==> src/rtl/ex_mem_pipe.sv <==
// EX->MEM pipeline stage: valid/ready handshake, optional two-entry skid
// buffer, synchronous flush and bubble masking of the head-beat payload.
module ex_mem_pipe #(
    parameter int unsigned    OP_W    = 6,
    parameter int unsigned    DATA_W  = 32,
    parameter int unsigned    REG_W   = 5,
    parameter bit             SKID_EN = 1'b1,
    parameter logic [OP_W-1:0] NOP_OP = '0
) (
    input  logic              clk,
    input  logic              rst_n,
    input  logic              in_valid,
    output logic              in_ready,
    input  logic [OP_W-1:0]   in_op,
    input  logic [DATA_W-1:0] in_alu,
    input  logic [DATA_W-1:0] in_addr,
    input  logic              in_ife,
    input  logic [REG_W-1:0]  in_ri,
    input  logic              flush,
    output logic              out_valid,
    input  logic              out_ready,
    output logic [OP_W-1:0]   out_op,
    output logic [DATA_W-1:0] out_alu,
    output logic [DATA_W-1:0] out_addr,
    output logic              out_ife,
    output logic [REG_W-1:0]  out_ri,
    output logic [1:0]        occ
);

    typedef struct packed {
        logic [OP_W-1:0]   op;
        logic [DATA_W-1:0] alu;
        logic [DATA_W-1:0] addr;
        logic              ife;
        logic [REG_W-1:0]  ri;
    } beat_t;

    logic  r_m_valid;
    logic  r_s_valid;
    beat_t r_m;
    beat_t r_s;

    logic  w_m_valid_nxt;
    logic  w_s_valid_nxt;
    beat_t w_m_nxt;
    beat_t w_s_nxt;
    beat_t w_in;
    logic  w_accept;
    logic  w_drain;

    assign w_in     = '{op: in_op, alu: in_alu, addr: in_addr, ife: in_ife, ri: in_ri};
    assign in_ready = SKID_EN ? !r_s_valid : (!r_m_valid || out_ready);
    assign w_accept = in_valid && in_ready;
    assign w_drain  = r_m_valid && out_ready;

    // Next-state of the main and skid slots; flush overrides every other move.
    always_comb begin
        w_m_valid_nxt = r_m_valid;
        w_s_valid_nxt = r_s_valid;
        w_m_nxt       = r_m;
        w_s_nxt       = r_s;
        if (flush) begin
            w_m_valid_nxt = 1'b0;
            w_s_valid_nxt = 1'b0;
        end else if (SKID_EN) begin
            if (!r_m_valid || w_drain) begin
                if (r_s_valid) begin
                    w_m_valid_nxt = 1'b1;
                    w_m_nxt       = r_s;
                    if (w_accept) begin
                        w_s_nxt = w_in;
                    end else begin
                        w_s_valid_nxt = 1'b0;
                    end
                end else if (w_accept) begin
                    w_m_valid_nxt = 1'b1;
                    w_m_nxt       = w_in;
                end else begin
                    w_m_valid_nxt = 1'b0;
                end
            end else if (w_accept) begin
                w_s_valid_nxt = 1'b1;
                w_s_nxt       = w_in;
            end
        end else begin
            if (w_accept) begin
                w_m_valid_nxt = 1'b1;
                w_m_nxt       = w_in;
            end else if (w_drain) begin
                w_m_valid_nxt = 1'b0;
            end
        end
    end

    // Slot state and payload registers.
    always_ff @(posedge clk or negedge rst_n) begin
        if (!rst_n) begin
            r_m_valid <= 1'b0;
            r_s_valid <= 1'b0;
            r_m       <= '0;
            r_s       <= '0;
        end else begin
            r_m_valid <= w_m_valid_nxt;
            r_s_valid <= w_s_valid_nxt;
            r_m       <= w_m_nxt;
            r_s       <= w_s_nxt;
        end
    end

    // Head beat with bubbles masked so MEM never sees a stale write-enable.
    assign out_valid = r_m_valid;
    assign out_op    = r_m_valid ? r_m.op   : NOP_OP;
    assign out_alu   = r_m_valid ? r_m.alu  : '0;
    assign out_addr  = r_m_valid ? r_m.addr : '0;
    assign out_ife   = r_m_valid ? r_m.ife  : 1'b0;
    assign out_ri    = r_m_valid ? r_m.ri   : '0;
    assign occ       = 2'(r_m_valid) + 2'(r_s_valid);

endmodule

==> config.mk <==
export PLATFORM = sky130hd
export DESIGN_NAME = ex_mem_pipe
export DESIGN_NICKNAME = d
export VERILOG_FILES = /design/src/rtl/ex_mem_pipe.sv
export SDC_FILE = /design/constraint.sdc
export NUM_CORES = 1
export LEC_CHECK = 0
export CAP_MARGIN = 40
export CELL_PAD_IN_SITES_DETAIL_PLACEMENT = 1
export CELL_PAD_IN_SITES_GLOBAL_PLACEMENT = 2
export CORE_UTILIZATION = 36
export CTS_BUF_LIST = sky130_fd_sc_hd__clkbuf_2 sky130_fd_sc_hd__clkbuf_4 sky130_fd_sc_hd__clkbuf_8
export DETAILED_ROUTE_END_ITERATION = 16
export PLACE_DENSITY_LB_ADDON = 0.12
export REMOVE_ABC_BUFFERS = 1
export SKIP_CTS_REPAIR_TIMING = 1
export SYNTH_ARGS = -nofsm -noshare
export SYNTH_HDL_FRONTEND = slang
export SYNTH_SLANG_ARGS = --single-unit
==> constraint.sdc <==
create_clock -name clk -period 2.15 [get_ports clk]
set_input_delay 0.215 -clock clk [delete_from_list [all_inputs] [get_ports clk]]
set_output_delay 0.215 -clock clk [all_outputs]
set_load 0.03 [all_outputs]
==> reports/qor.txt, run 1 <==
actual transition at the worst max-transition pin: 0.591 ns
area occupied by multi-input gates: 0.00339 mm^2
relative max-transition margin: 0.606
final setup slack of the worst path: 0.106 ns
Critical Setup Path Class: reg2out
first-pass GRT wire length: 28900 um
overall routing resource usage: 0.176
initial core utilization: 0.367
Tmin final: 2.04 ns
Critical Path, Cell by Cell: buf_12 -> clkdlybuf4s50_1
# rows: 52
area growth from synthesis to layout: 34.7%
routed wire length: 17400 um
peak clock frequency supported by timing: 489 MHz
main combinational cell family by area after synthesis: multiplexers
Async S/R FF share, synth: 1.00
count of pins over their slew limit: 0
Unique masters post-synth: 20
final RePlAce weighted congestion: 0.707
number of remaining DRC errors: 0
maximum level of the CTS H-tree: 4
critical path's top delay family: buffers and inverters
cell with the largest stage delay on the worst path: sky130_fd_sc_hd__clkdlybuf4s50_1
adder-cell share of the synthesized area: 0.00168
share of the clock period used by the worst path after layout: 0.951
CTS tree: built
top cell type's share of synthesized area: 0.517
DR vias/cell: 4.78
largest stage delay on the critical path: 0.70 ns
power per standard cell area: 798 mW/mm^2
post-synthesis instance area: 0.00745 mm^2
final worst hold slack: 0.301 ns
mux contribution to synthesized area: 0.379
Compound-Gate Fraction of Synth Area: 0.000671
number of flip-flops and latches in the synthesized netlist: 154
Setup-failing EPs final: 0
startpoint types: register
number of warnings reported in the yosys synthesis log: 0
Post-Synth Simple-Gate Area: 0.0712
maximum buffer depth of the clock tree: 2
Final Hold Vio Count: 0
sequential area share after synthesis: 0.517
endpoint class of the critical path: output port
most common library cells after synthesis: sky130_fd_sc_hd__dfrtp_1 (154), sky130_fd_sc_hd__mux2_2 (148), sky130_fd_sc_hd__and2_1 (76), sky130_fd_sc_hd__mux2_4 (69), sky130_fd_sc_hd__mux2_1 (11)
total leakage power: 5.47 nW
Final Total Pwr: 0.00801 W
area taken by flip-flops and latches: 0.00386 mm^2
routed length per placed instance: 18.5 um
worst-case vdd ir drop: 0.328 mV
number of clock sinks seen by CTS: 154
critical path arrival: 1.83 ns
number of CTS-inserted buffers: 17
number of enable-type register cells in the synthesized netlist: 0
Core Box Area: 0.0203 mm^2
cell types with the largest area share after synthesis: sky130_fd_sc_hd__dfrtp_1 (52%), sky130_fd_sc_hd__mux2_2 (22%), sky130_fd_sc_hd__mux2_4 (14%)
input/output buffers: 160
post-synthesis instance total: 501
primary flip-flop cell chosen by synthesis mapping: sky130_fd_sc_hd__dfrtp_1
synthesized area per cell: 14.9 um^2
pin count of the biggest net entering global routing: 58
First DRT Iteration DRCs: 122
Die X: 146 um
Final Skew: 0.0109 ns
unrepaired setup endpoints after global routing: false
critical path required time: 1.93 ns
root buffer cell: sky130_fd_sc_hd__clkbuf_8
die area: 0.0213 mm^2
global route total overflow: 0
detailed placement HPWL: 11200 um
Maximum Capacitance Violations: 0
Skew-Pair Late Insertion Delay: 0.46 ns
number of nets with antenna violations after detailed routing: 0
vias in the first global route: 5278
Diodes inserted: 0
fin nets: 744
peak fanout along the critical path: 38
type of the worst min-delay path: in2async
pre-CTS worst setup slack: 0.159 ns
height of the die: 146 um
Ports: 161
router iterations before antenna repair: 4
area leader, netlist: sky130_fd_sc_hd__dfrtp_1
clock slew at the register clock pins of the worst setup and hold paths: 0.09 ns
Total Negative Setup Slacks: 0 ns
Buffers & Inverters on Critical Path: 2
Vias: 4514
number of antenna violations at the first check in global routing: 0
most frequently used cell type in the post-synthesis netlist: sky130_fd_sc_hd__dfrtp_1
area share of xor/xnor cells in the synthesized design: 0
run status: completed
Filler cells: 2038
fraction of final layout cells with drive strength greater than 1: 0.400
## kinds of logic after synthesis
| kind of cell | after synthesis |
|---|---|
| flops | 154 |
| compound gates | 1 |
| buf+inv | 34 |
| simple gates | 83 |
| mux | 228 |
| fa+ha+maj | 1 |
## routing by layer
| metal | GRT usage | up-vias | part of all wire |
|---|---|---|---|
| met2 | 0.297 | 101 | 0.50 |
| li1 | - | 2053 | - |
| met5 | 0 | - | 0 |
| met4 | 0.0526 | 0 | 0.012 |
| met3 | 0.0508 | 13 | 0.047 |
| met1 | 0.216 | 2347 | 0.44 |
## sequential cells by signal (all words and copies together), names as in the netlist
register / flops
r_s: 76
r_s_valid: 1
r_m: 76
out_valid: 1
## cell type report
class | count | share of cell area
clock buffers | 20 | 0.0262
clock inverters | 12 | 0.0140
inverters | 1 | 0.000374
multi-input cells | 313 | 0.337
flip-flops and latches | 154 | 0.384
well taps | 270 | 0.0336
repair buffers | 175 | 0.204
## per-stage QoR
stage                     std cells  instance area [um^2]   util
after global placement          912                  9430  0.465
after CTS                       944                  9840  0.485
final                           945                 10000  0.495
after detailed placement        912                  9430  0.465
after floorplan                 468                  7230      -
after global routing            945                 10000  0.495
## layout by cell type, fill, tap and decap left out
cell type | Yosys | final
sky130_fd_sc_hd__dfrtp_1 | 154 | 152
sky130_fd_sc_hd__mux2_2 | 148 | 148
sky130_fd_sc_hd__clkdlybuf4s50_1 | 0 | 80
sky130_fd_sc_hd__dlymetal6s2s_1 | 0 | 79
sky130_fd_sc_hd__and2_1 | 76 | 76
sky130_fd_sc_hd__mux2_4 | 69 | 69
sky130_fd_sc_hd__clkbuf_8 | 0 | 18
sky130_fd_sc_hd__mux2_1 | 11 | 11
sky130_fd_sc_hd__buf_12 | 0 | 11
sky130_fd_sc_hd__clkinvlp_4 | 0 | 6
sky130_fd_sc_hd__inv_6 | 0 | 3
sky130_fd_sc_hd__buf_4 | 4 | 3
sky130_fd_sc_hd__bufinv_16 | 0 | 2
sky130_fd_sc_hd__clkbuf_4 | 0 | 2
sky130_fd_sc_hd__inv_1 | 1 | 1
sky130_fd_sc_hd__nor2b_4 | 1 | 1
sky130_fd_sc_hd__nor2_2 | 1 | 1
sky130_fd_sc_hd__nor3_4 | 0 | 1
sky130_fd_sc_hd__nor2_1 | 1 | 1
sky130_fd_sc_hd__nand3_4 | 0 | 1
sky130_fd_sc_hd__nand2b_1 | 1 | 1
sky130_fd_sc_hd__a21oi_1 | 1 | 1
sky130_fd_sc_hd__nor3_1 | 1 | 1
sky130_fd_sc_hd__ha_1 | 1 | 1
sky130_fd_sc_hd__clkinv_4 | 0 | 1
sky130_fd_sc_hd__dlygate4sd3_1 | 0 | 1
sky130_fd_sc_hd__buf_6 | 10 | 1
sky130_fd_sc_hd__dfrtp_2 | 0 | 1
sky130_fd_sc_hd__dfrtp_4 | 0 | 1
## where the power goes
| group | internal, W | switching (W) | leakage (nW) |
|---|---|---|---|
| Combinational | 0.00115 | 0.000746 | 3.44 |
| Sequential | 0.00353 | 0.000324 | 1.85 |
| Clock | 0.00110 | 0.00116 | 0.185 |
## final timing paths
path	start	to	slack, ns	cells past startpoint
setup / recovery	out_valid	out_valid	0.11	2
hold / removal	rst_n	r_s[73]	0.30	2
setup reg to reg	r_s_valid	r_s[35]	0.33	4
hold reg to reg	r_m[3]	r_m[3]	0.49	1
max in group asynchronous	rst_n	r_m[65]	1.14	3
min in group clk	in_addr[30]	r_s[36]	0.39	2
Note: power is estimated with default switching activity, not from simulation.
==> run 2, diff against run 1 <==
--- a/config.mk
+++ b/config.mk
@@ -8,9 +8,10 @@
 export CAP_MARGIN = 40
 export CELL_PAD_IN_SITES_DETAIL_PLACEMENT = 1
 export CELL_PAD_IN_SITES_GLOBAL_PLACEMENT = 2
-export CORE_UTILIZATION = 36
+export CORE_UTILIZATION = 45
 export CTS_BUF_LIST = sky130_fd_sc_hd__clkbuf_2 sky130_fd_sc_hd__clkbuf_4 sky130_fd_sc_hd__clkbuf_8
 export DETAILED_ROUTE_END_ITERATION = 16
+export DONT_BUFFER_PORTS = 1
 export PLACE_DENSITY_LB_ADDON = 0.12
 export REMOVE_ABC_BUFFERS = 1
 export SKIP_CTS_REPAIR_TIMING = 1
==> reports/qor.txt, run 2 (synthesis results as in run 1) <==
most common cell after layout, fill and taps aside: sky130_fd_sc_hd__dfrtp_1 (unchanged)
total leakage power: 3.94 nW (was 5.47 nW)
DR vias/cell: 5.22 (was 4.78)
worst-case vdd ir drop: 0.389 mV (was 0.328 mV)
Diodes inserted: 0 (unchanged)
combinational share of power: 0.191 (was 0.237)
Setup-failing EPs final: 0 (unchanged)
detailed placement HPWL: 9310 um (was 11200 um)
Core Box Area: 0.0160 mm^2 (was 0.0203 mm^2)
run status: finished with violations (was completed)
clock slew at the register clock pins of the worst setup and hold paths: 0.08 ns (was 0.09 ns)
global route total overflow: 0 (unchanged)
maximum level of the CTS H-tree: 4 (unchanged)
routed wire length: 16500 um (was 17400 um)
Internal: 0.00614 W (was 0.00578 W)
net switching power figure: 0.00200 W (was 0.00223 W)
# rows: 46 (was 52)
area taken by flip-flops and latches: 0.00386 mm^2 (unchanged)
Tmin final: 1.87 ns (was 2.04 ns)
power per standard cell area: 914 mW/mm^2 (was 798 mW/mm^2)
first-pass GRT wire length: 24000 um (was 28900 um)
area growth from synthesis to layout: 19.6% (was 34.7%)
non-filler instance count after layout: 799 (was 945)
sequential cell fraction of total power: 0.473 (was 0.481)
peak clock frequency supported by timing: 534 MHz (was 489 MHz)
count of pins over their slew limit: 0 (unchanged)
most frequent cells in the layout: sky130_fd_sc_hd__dfrtp_1 (152), sky130_fd_sc_hd__mux2_2 (148), sky130_fd_sc_hd__dlygate4sd3_1 (79), sky130_fd_sc_hd__and2_1 (76), sky130_fd_sc_hd__mux2_4 (69) (was sky130_fd_sc_hd__dfrtp_1 (152), sky130_fd_sc_hd__mux2_2 (148), sky130_fd_sc_hd__clkdlybuf4s50_1 (80), sky130_fd_sc_hd__dlymetal6s2s_1 (79), sky130_fd_sc_hd__and2_1 (76))
Filler cells: 1565 (was 2038)
startpoint types: register (unchanged)
fin nets: 655 (was 744)
unrepaired setup endpoints after global routing: false (unchanged)
FF-to-FF Start: out_valid (was r_s_valid)
number of CTS-inserted buffers: 17 (unchanged)
relative max-transition margin: 0.532 (was 0.606)
maximum buffer depth of the clock tree: 2 (unchanged)
fraction of final layout cells with drive strength greater than 1: 0.444 (was 0.400)
final worst hold slack: -0.544 ns (was 0.301 ns)
area occupied by multi-input gates: 0.00339 mm^2 (unchanged)
Maximum Capacitance Violations: 0 (unchanged)
critical path required time: 1.93 ns (about the same)
endpoint class of the critical path: output port (unchanged)
final RePlAce weighted congestion: 0.659 (was 0.707)
root buffer cell: sky130_fd_sc_hd__clkbuf_8 (unchanged)
Vias: 4174 (was 4514)
critical path arrival: 1.66 ns (was 1.83 ns)
failing checks: hold timing
type of the worst min-delay path: in2async (unchanged)
CTS tree: built (unchanged)
biggest regs: r_m: 76 flops, r_s: 76 flops (unchanged)
peak fanout along the critical path: 36 (was 38)
initial core utilization: 0.466 (was 0.367)
number of nets with antenna violations after detailed routing: 0 (unchanged)
actual transition at the worst max-transition pin: 0.702 ns (was 0.591 ns)
router iterations before antenna repair: 4 (unchanged)
input/output buffers: 0 (was 160)
number of remaining DRC errors: 0 (unchanged)
Final Skew: 0.0129 ns (was 0.0109 ns)
overall routing resource usage: 0.187 (was 0.176)
CP startpoint: r_s_valid (was out_valid)
height of the die: 131 um (was 146 um)
Final Total Pwr: 0.00814 W (was 0.00801 W)
Critical Setup Path Class: reg2out (unchanged)
Final Hold Vio Count: 154 (was 0)
share of the clock period used by the worst path after layout: 0.870 (was 0.951)
routed length per placed instance: 20.7 um (was 18.5 um)
Placed Cells: 691 (was 912)
pin count of the biggest net entering global routing: 155 (was 58)
switching power as a share of total power: 0.245 (was 0.279)
Skew-Pair Late Insertion Delay: 0.45 ns (was 0.46 ns)
share of power burned in the clock network: 0.336 (was 0.282)
number of antenna violations at the first check in global routing: 0 (unchanged)
die area: 0.0171 mm^2 (was 0.0213 mm^2)
Die X: 131 um (was 146 um)
Ports: 161 (unchanged)
First DRT Iteration DRCs: 133 (was 122)
number of clock sinks seen by CTS: 154 (unchanged)
vias in the first global route: 4403 (was 5278)
## run 2: area by class of cell
class                   instances  area share
well taps                     216      0.0303
multi-input cells             313       0.380
clock inverters                 8      0.0241
repair buffers                 86       0.100
clock buffers                  21      0.0317
inverters                       1    0.000421
flip-flops and latches        154       0.433
## run 2: through the flow
step	setup TNS, ns	setup slack (ns)	area, um^2	util
6_report	0	0.279	8910	0.557
5_1_grt	0	0.155	8910	0.557
4_1_cts	0	0.218	8120	0.508
3_5_place_dp	0	0.386	7620	0.476
3_3_place_gp	0	0.412	7620	0.476
2_1_floorplan	-441.78	-4.16	7230	-
## run 2: worst max-delay path: stages (launching register included)
cell                      delay, ns
sky130_fd_sc_hd__dfrtp_4       0.45
sky130_fd_sc_hd__buf_4         0.45
sky130_fd_sc_hd__inv_1         0.28
## run 2: worst paths after layout
check / end / slack (ns) / depth (start not counted)
setup / recovery: in_ready / 0.28 / 2
hold / removal: r_s[22] / -0.54 / 0
setup reg to reg: r_s[47] / 0.38 / 4
hold reg to reg: r_m[9] / 0.48 / 1
max in group asynchronous: r_s_valid / 2.43 / 0
min in group clk: r_s_valid / 0 / 2
## run 2: per-layer routing
layer  wire length, um  global-route usage
met1              7040               0.214
met5                 0                   0
met3              1070              0.0835
met2              8300               0.320
met4               119              0.0473
## run 2: power groups by stage
stage	combinational, W	sequential (W)	clock [W]
floorplan	0.00127	0.00380	0
global placement	0.00139	0.00385	0
detailed placement	0.00144	0.00390	0
CTS	0.00145	0.00385	0.00282
global route	0.00167	0.00394	0.00293
finish	0.00155	0.00385	0.00274
==> run 3, diff against run 2 <==
--- a/config.mk
+++ b/config.mk
@@ -8,12 +8,12 @@
 export CAP_MARGIN = 40
 export CELL_PAD_IN_SITES_DETAIL_PLACEMENT = 1
 export CELL_PAD_IN_SITES_GLOBAL_PLACEMENT = 2
-export CORE_UTILIZATION = 45
+export CORE_UTILIZATION = 36
 export CTS_BUF_LIST = sky130_fd_sc_hd__clkbuf_2 sky130_fd_sc_hd__clkbuf_4 sky130_fd_sc_hd__clkbuf_8
 export DETAILED_ROUTE_END_ITERATION = 16
-export DONT_BUFFER_PORTS = 1
-export PLACE_DENSITY_LB_ADDON = 0.12
+export PLACE_DENSITY_LB_ADDON = 0.08
 export REMOVE_ABC_BUFFERS = 1
+export SETUP_SLACK_MARGIN = 0.5
 export SKIP_CTS_REPAIR_TIMING = 1
 export SYNTH_ARGS = -nofsm -noshare
 export SYNTH_HDL_FRONTEND = slang
==> reports/qor.txt, run 3 (synthesis results as in run 1) <==
peak fanout along the critical path: 22 (was 36)
area after detailed placement: 0.00940 mm^2 (was 0.00762 mm^2)
startpoint types: register (unchanged)
fraction of final layout cells with drive strength greater than 1: 0.536 (was 0.444)
Diodes inserted: 0 (unchanged)
sequential cell fraction of total power: 0.462 (was 0.473)
DR vias/cell: 4.80 (was 5.22)
Vias: 4640 (was 4174)
Core Box Area: 0.0203 mm^2 (was 0.0160 mm^2)
routed wire length: 19100 um (was 16500 um)
actual transition at the worst max-transition pin: 0.480 ns (was 0.702 ns)
# rows: 52 (was 46)
cell count of the worst reg-to-reg path: 5 (was 4)
global route total overflow: 0 (unchanged)
input/output buffers: 160 (was 0)
CTS tree: built (unchanged)
total leakage power: 4.55 nW (was 3.94 nW)
Final Hold Vio Count: 0 (was 154)
Skew-Pair Late Insertion Delay: 0.45 ns (about the same)
router iterations before antenna repair: 4 (unchanged)
share of power burned in the clock network: 0.310 (was 0.336)
pin count of the biggest net entering global routing: 49 (was 155)
number of CTS-inserted buffers: 17 (unchanged)
Final Skew: 0.00943 ns (was 0.0129 ns)
overall routing resource usage: 0.176 (was 0.187)
Total Negative Setup Slacks: 0 ns (unchanged)
Ports: 161 (unchanged)
Critical Setup Path Class: reg2out (unchanged)
Final Total Pwr: 0.00836 W (was 0.00814 W)
combinational share of power: 0.229 (was 0.191)
worst-case vdd ir drop: 0.372 mV (was 0.389 mV)
detailed placement HPWL: 11400 um (was 9310 um)
switching power as a share of total power: 0.265 (was 0.245)
terminus of the critical flop-to-flop path: r_s[19] (was r_s[47])
routed length per placed instance: 19.7 um (was 20.7 um)
number of clock sinks seen by CTS: 154 (unchanged)
root buffer cell: sky130_fd_sc_hd__clkbuf_8 (unchanged)
peak clock frequency supported by timing: 550 MHz (was 534 MHz)
height of the die: 146 um (was 131 um)
vias in the first global route: 5314 (was 4403)
most frequent cells in the layout: sky130_fd_sc_hd__dfrtp_1 (152), sky130_fd_sc_hd__mux2_2 (141), sky130_fd_sc_hd__clkdlybuf4s50_1 (79), sky130_fd_sc_hd__mux2_4 (77), sky130_fd_sc_hd__and2_1 (75) (was sky130_fd_sc_hd__dfrtp_1 (152), sky130_fd_sc_hd__mux2_2 (148), sky130_fd_sc_hd__dlygate4sd3_1 (79), sky130_fd_sc_hd__and2_1 (76), sky130_fd_sc_hd__mux2_4 (69))
number of antenna violations at the first check in global routing: 0 (unchanged)
cell area after layout: 0.00994 mm^2 (was 0.00891 mm^2)
initial core utilization: 0.367 (was 0.466)
maximum level of the CTS H-tree: 4 (unchanged)
final setup slack of the worst path: 0.332 ns (was 0.279 ns)
critical path required time: 1.93 ns (about the same)
die area: 0.0213 mm^2 (was 0.0171 mm^2)
unrepaired setup endpoints after global routing: true (was false)
critical path arrival: 1.60 ns (was 1.66 ns)
first-pass GRT wire length: 29100 um (was 24000 um)
FF-to-FF Start: r_s_valid (was out_valid)
endpoint class of the critical path: output port (unchanged)
clock slew at the register clock pins of the worst setup and hold paths: 0.09 ns (was 0.08 ns)
First DRT Iteration DRCs: 107 (was 133)
Die X: 146 um (was 131 um)
setup slack of the worst register-to-register path: 0.42 ns (was 0.38 ns)
Internal: 0.00615 W (was 0.00614 W)
number of nets with antenna violations after detailed routing: 0 (unchanged)
fin nets: 765 (was 655)
net switching power figure: 0.00221 W (was 0.00200 W)
most common cell after layout, fill and taps aside: sky130_fd_sc_hd__dfrtp_1 (unchanged)
Maximum Capacitance Violations: 0 (unchanged)
Filler cells: 2060 (was 1565)
count of pins over their slew limit: 0 (unchanged)
Setup-failing EPs final: 0 (unchanged)
relative max-transition margin: 0.680 (was 0.532)
run status: completed (was finished with violations)
power per standard cell area: 841 mW/mm^2 (was 914 mW/mm^2)
Tmin final: 1.82 ns (was 1.87 ns)
biggest regs: r_m: 76 flops, r_s: 76 flops (unchanged)
final worst hold slack: 0.256 ns (was -0.544 ns)
maximum buffer depth of the clock tree: 2 (unchanged)
final RePlAce weighted congestion: 0.704 (was 0.659)
number of remaining DRC errors: 0 (unchanged)
area growth from synthesis to layout: 33.4% (was 19.6%)
pre-CTS worst setup slack: 0.180 ns (was 0.386 ns)
share of the clock period used by the worst path after layout: 0.846 (was 0.870)
type of the worst min-delay path: in2async (unchanged)
run 3: changes by cell type in the layout (fill, tap and decap cells not counted), sizes merged:
cell           previous run  this run
buf                       7        36
bufinv                    7         5
clkbuf                   21       101
clkdlybuf4s50             0        79
clkinv                    1         3
clkinvlp                  0         3
dlygate4sd3              79         1
run 3: cell type report:
class	instances	area [um^2]	share of cell area
Sequential cell	154	3860	0.388
Clock buffer	21	283	0.0284
Clock inverter	11	191	0.0193
Tap cell	270	338	0.0340
Timing Repair Buffer	196	1840	0.185
Multi-Input combinational cell	313	3430	0.345
Inverter	1	3.75	0.000378
run 3: worst max-delay path by stage:
stage	from	to	slack, ns	cells after the start
5_1_grt	out_valid	occ[0]	0.28	3
3_5_place_dp	in_valid	r_m[46]	0.18	5
2_1_floorplan	r_s_valid	r_m[37]	-4.16	3
6_report	out_valid	occ[0]	0.33	3
4_1_cts	out_valid	out_alu[29]	-0.18	3
3_3_place_gp	out_ready	r_m[37]	0.21	5
run 3: critical path, stage by stage (launching register included):
cell	delay (ns)
sky130_fd_sc_hd__dfrtp_2	0.48
sky130_fd_sc_hd__buf_12	0.18
sky130_fd_sc_hd__ha_1	0.31
sky130_fd_sc_hd__buf_2	0.18
run 3: power by group through the flow:
stage	logic [W]	registers [W]	clock network, W
global route	0.00207	0.00395	0.00279
finish	0.00191	0.00386	0.00259
CTS	0.00195	0.00385	0.00268
global placement	0.00188	0.00385	0
floorplan	0.00127	0.00380	0
detailed placement	0.00194	0.00390	0
run 3: routing by layer:
metal  up-vias  share of wire  track usage
met1      2405           0.43        0.210
li1       2105              -            -
met4         0          0.013       0.0553
met3        20          0.049       0.0498
met2       110           0.51        0.305
met5         -              0            0
run 3: per-stage QoR:
step | cells | utilization
finish | 966 | 0.490
global route | 966 | 0.490
CTS | 944 | 0.486
detailed placement | 912 | 0.463
global placement | 912 | 0.463
floorplan | 468 | -
==> variant 1: new RTL, settings of run 1 <==
Reset style: synchronous (`rst_n`), changed in one clocked block.
--- a/src/rtl/ex_mem_pipe.sv
+++ b/src/rtl/ex_mem_pipe.sv
@@ -93,7 +93,7 @@
     end
 
     // Slot state and payload registers.
-    always_ff @(posedge clk or negedge rst_n) begin
+    always_ff @(posedge clk) begin
         if (!rst_n) begin
             r_m_valid <= 1'b0;
             r_s_valid <= 1'b0;
Formal check against the unedited RTL: differs if rst_n is asserted again (counterexample within 4 cycles, from zero or initial values and one cycle with rst_n low); with rst_n held inactive, the same outputs for 4 cycles.
==> variant 1 against run 1 <==
- wire length is 20% higher
- sequential share of layout area is 6.9 points lower
- area after synthesis is 2.9% lower
- critical path depth is 1 higher
- non-clock buffer count is 2 higher
- synthesized cell count is 54% higher
- setup slack better by 3.3 ps
- final area is 2.5% lower
- sequential cell count stayed put
Power is not compared: it rests on default switching activity, and its combinational part moved more than twofold at a synthesized area within 25%.
==> variant 1: results (changes against run 1) <==
Final Wtd Congestion 0.735 (was 0.707); Post-DP Area 9080 µm² (was 9430 µm²); Distinct cells, synth 19 (was 20); first-pass GRT wire length 33.4 mm (was 28.9 mm); DP HPWL 12.9 mm (was 11.2 mm); pre-CTS setup slack 111 ps (was 159 ps); Synth top cells by count 154 x dfxtp_1, 152 x mux2i_1, 152 x nand2_1, 77 x and2_1 (was 154 x dfrtp_1, 148 x mux2_2, 76 x and2_1, 69 x mux2_4, 11 x mux2_1); Layout Skew 12.7 ps (was 10.9 ps); internal power between 5000 and 6000 µW; crit-path max FO 18 (was 38); initial antenna violation count 1 (was 0); Via density 5.15 (was 4.78); Hold WC Path Type in2reg (was in2async); CTS clock-pin slew for the worst setup and hold paths 90 ps (about the same); fill count 2182 (was 2038); largest net degree at the start of global routing 77 (was 58); WL/cell 18.0 µm (was 18.5 µm); GRT Total Usage 20.9% (was 17.6%); fin nets 974 (was 744); async set-reset flop share out of synthesis 0% (was 100%); status completed (unchanged); via count 6026 (was 4514); share of layout cells above drive strength 1 6.42% (was 40.0%); register area share after synthesis 42.6% (was 51.7%); Cells after DPL 1138 (was 912); syn avg cell area 9.38 µm² (was 14.9 µm²); Power Total 6540 µW; worst-margin pin slew 790 ps (was 591 ps)
-- variant 1: cell types whose count changed after synthesis, moves of 4 or more --
cell      delta
mux2_2     -148
mux2_4      -69
buf_2       +10
buf_6        -4
dfxtp_1    +154
nand3_1     +76
clkbuf_1    +36
mux2_1      -11
nand2_1    +152
o211a_1     +76
dfrtp_1    -154
mux2i_1    +152
-- variant 1: kinds of logic after synthesis --
kind of cell	synth area share, %
AOI/OAI and AO/OA	10.7
and+or+nand+nor	20.4
muxes	21.0
buffers and inverters	5.11
DFF	42.6
adders and majority gates	0.173
-- variant 1: worst max-delay path, cell delays in order, from the launching register on --
cell and delay [ps]:
dfxtp_4 450, buf_6 280, inv_2 50, clkdlybuf4s50_1 590
-- variant 1: routing by layer --
metal | wire [µm] | part of all wire (%) | GRT usage (%)
met1 | 9670 | 46 | 25.3
met2 | 10200 | 49 | 36.7
met3 | 800 | 3.8 | 3.93
met4 | 296 | 1.4 | 7.45
met5 | 14 | 0.067 | 0
-- variant 1: area by class of cell --
cell class	count	area (µm²)	share of cell area (%)
multi-input cells	541	3800	38.8
inverters	1	3.75	0.0383
clock inverters	6	180	1.84
well taps	265	332	3.39
clock buffers	25	332	3.39
repair buffers	177	2050	21.0
flip-flops and latches	154	3090	31.5
-- variant 1: final timing paths --
| check | startpoint | endpoint | slack [ps] | cells after the start |
|---|---|---|---|---|
| max | r_s_valid$_SDFFE_PP0P_ | in_ready | 110 | 3 |
| min | rst_n | r_m[50]$_SDFFE_PN0P_ | 170 | 2 |
| max reg2reg | out_valid$_SDFFE_PP0N_ | r_m[67]$_SDFFE_PN0P_ | 320 | 5 |
| min reg2reg | r_s[13]$_SDFFE_PN0P_ | r_s[13]$_SDFFE_PN0P_ | 460 | 2 |
==> variant 2: new RTL, config.mk and constraints of run 1 <==
Without the edit above. Set the parameter `SKID_EN` to 1'b0 (it was 1'b1).
--- a/src/rtl/ex_mem_pipe.sv
+++ b/src/rtl/ex_mem_pipe.sv
@@ -4,7 +4,7 @@
     parameter int unsigned    OP_W    = 6,
     parameter int unsigned    DATA_W  = 32,
     parameter int unsigned    REG_W   = 5,
-    parameter bit             SKID_EN = 1'b1,
+    parameter bit             SKID_EN = 1'b0,
     parameter logic [OP_W-1:0] NOP_OP = '0
 ) (
     input  logic              clk,
Behaviour: not the same (a bounded check fails within 4 cycles, from zero or initial values and one cycle with rst_n low).
==> variant 2 against run 1 <==
- setup slack improved by 100 ps
- area after synthesis decreased by 54%
- wire length decreased by 52%
- sequential cell count decreased by 77
- sequential share of layout area decreased by 3.0 points
- final area decreased by 46%
- clock skew decreased by 6.2 ps
- die area decreased by 54%
- total power decreased by 54%
- via count decreased by 46%
- highest routed layer unchanged
==> variant 2: results (changes against run 1) <==
Synth area leaders dfrtp_1 56%, and2_1 14%, mux2_1 13% (was dfrtp_1 52%, mux2_2 22%, mux2_4 14%); maximum VDD drop 0.443 mV (was 0.328 mV); Cells after DPL 510 (was 912); final WL 8.41 mm (was 17.4 mm); Port Buffer Count 159 (was 160); fill count 926 (was 2038); share of layout cells above drive strength 1 14.3% (was 40.0%); syn avg cell area 13.5 µm² (was 14.9 µm²); Synth top cells by count 77 x dfrtp_1, 76 x and2_1, 40 x mux2_1, 36 x mux2_2, 8 x clkbuf_1 (was 154 x dfrtp_1, 148 x mux2_2, 76 x and2_1, 69 x mux2_4, 11 x mux2_1); pre-CTS setup slack 252 ps (was 159 ps); hold slack 453 ps (was 301 ps); Worst-Skew Late Latency 330 ps (was 460 ps); register area share after synthesis 56.5% (was 51.7%); GRT Total Usage 17.2% (was 17.6%); fin nets 492 (was 744); Leak Pwr 0.00326 µW (was 0.00547 µW); status completed (unchanged); WL/cell 16.0 µm (was 18.5 µm); vias in the first global route 2614 (was 5278); CTS Buf Count 9 (was 17); Post-Synth XOR/XNOR Area 0% (unchanged); Detailed Route Iter0 Violations 65 (was 122); Post-Synth Adder-Cell Area 0% (was 0.168%); WP data arrival 1730 ps (was 1830 ps); top-count cell post-synth dfrtp_1 (unchanged); Distinct cells, synth 13 (was 20); crit-path max FO 18 (was 38); Post-DP Area 5110 µm² (was 9430 µm²); Worst R2R Setup Slack 420 ps (was 330 ps); Initial DRT Pass Iterations 6 (was 4); Yosys warning total 0 (unchanged); Hold WC Path Type in2async (unchanged); internal power 2630 µW (was 5780 µW); compound-cell area share of the yosys netlist 0% (was 0.0671%); Layout Skew 4.68 ps (was 10.9 ps); r2r startpoint out_valid$_DFFE_PN0P_ (was r_s_valid$_DFFE_PN0P_); first-pass GRT wire length 13.2 mm (was 28.9 mm); CTS clock-pin slew for the worst setup and hold paths 70 ps (was 90 ps); H-tree Lvls 3 (was 4); CP Capture Point occ[0] (was out_valid); Final Wtd Congestion 0.708 (was 0.707); DP HPWL 5.84 mm (was 11.2 mm); largest net degree at the start of global routing 78 (was 58); Via density 4.66 (was 4.78); Fmax 515 MHz (was 489 MHz); worst reg2reg path endpoint r_m[15]$_DFFE_PN0P_ (was r_s[35]$_DFFE_PN0P_); Critical Path Max Stage Delay ~690 ps; CP delay by family, top buffers and inverters (unchanged); mux contribution to synthesized area 25.1% (was 37.9%)
==> variant 2: power by group through the flow <==
stage | combinational [µW] | clock (µW) | sequential, µW
6_report | 1020 | 886 | 1800
5_1_grt | 1090 | 991 | 1830
4_1_cts | 1060 | 941 | 1800
3_5_place_dp | 1050 | 0 | 1830
3_3_place_gp | 1030 | 0 | 1810
2_1_floorplan | 563 | 0 | 1800
==> variant 2: layout make-up <==
class                      count  area (µm²)  area share [%]
timing repair buffer         165        1850            33.9
clock buffer                   9         124            2.27
clock inverter                 5        30.0           0.551
inverter                       1        3.75          0.0689
multi-input combinational    157        1380            25.2
sequential                    77        1930            35.4
tap                          111         139            2.55
==> variant 2: routing by layer <==
layer | GRT usage [%] | part of all wire, % | vias up
met3 | 7.24 | 8.8 | 6
met5 | 0 | 0 | -
met1 | 20.8 | 41 | 1205
met4 | 4.75 | 0.73 | 0
met2 | 28.4 | 50 | 96
li1 | - | - | 1140
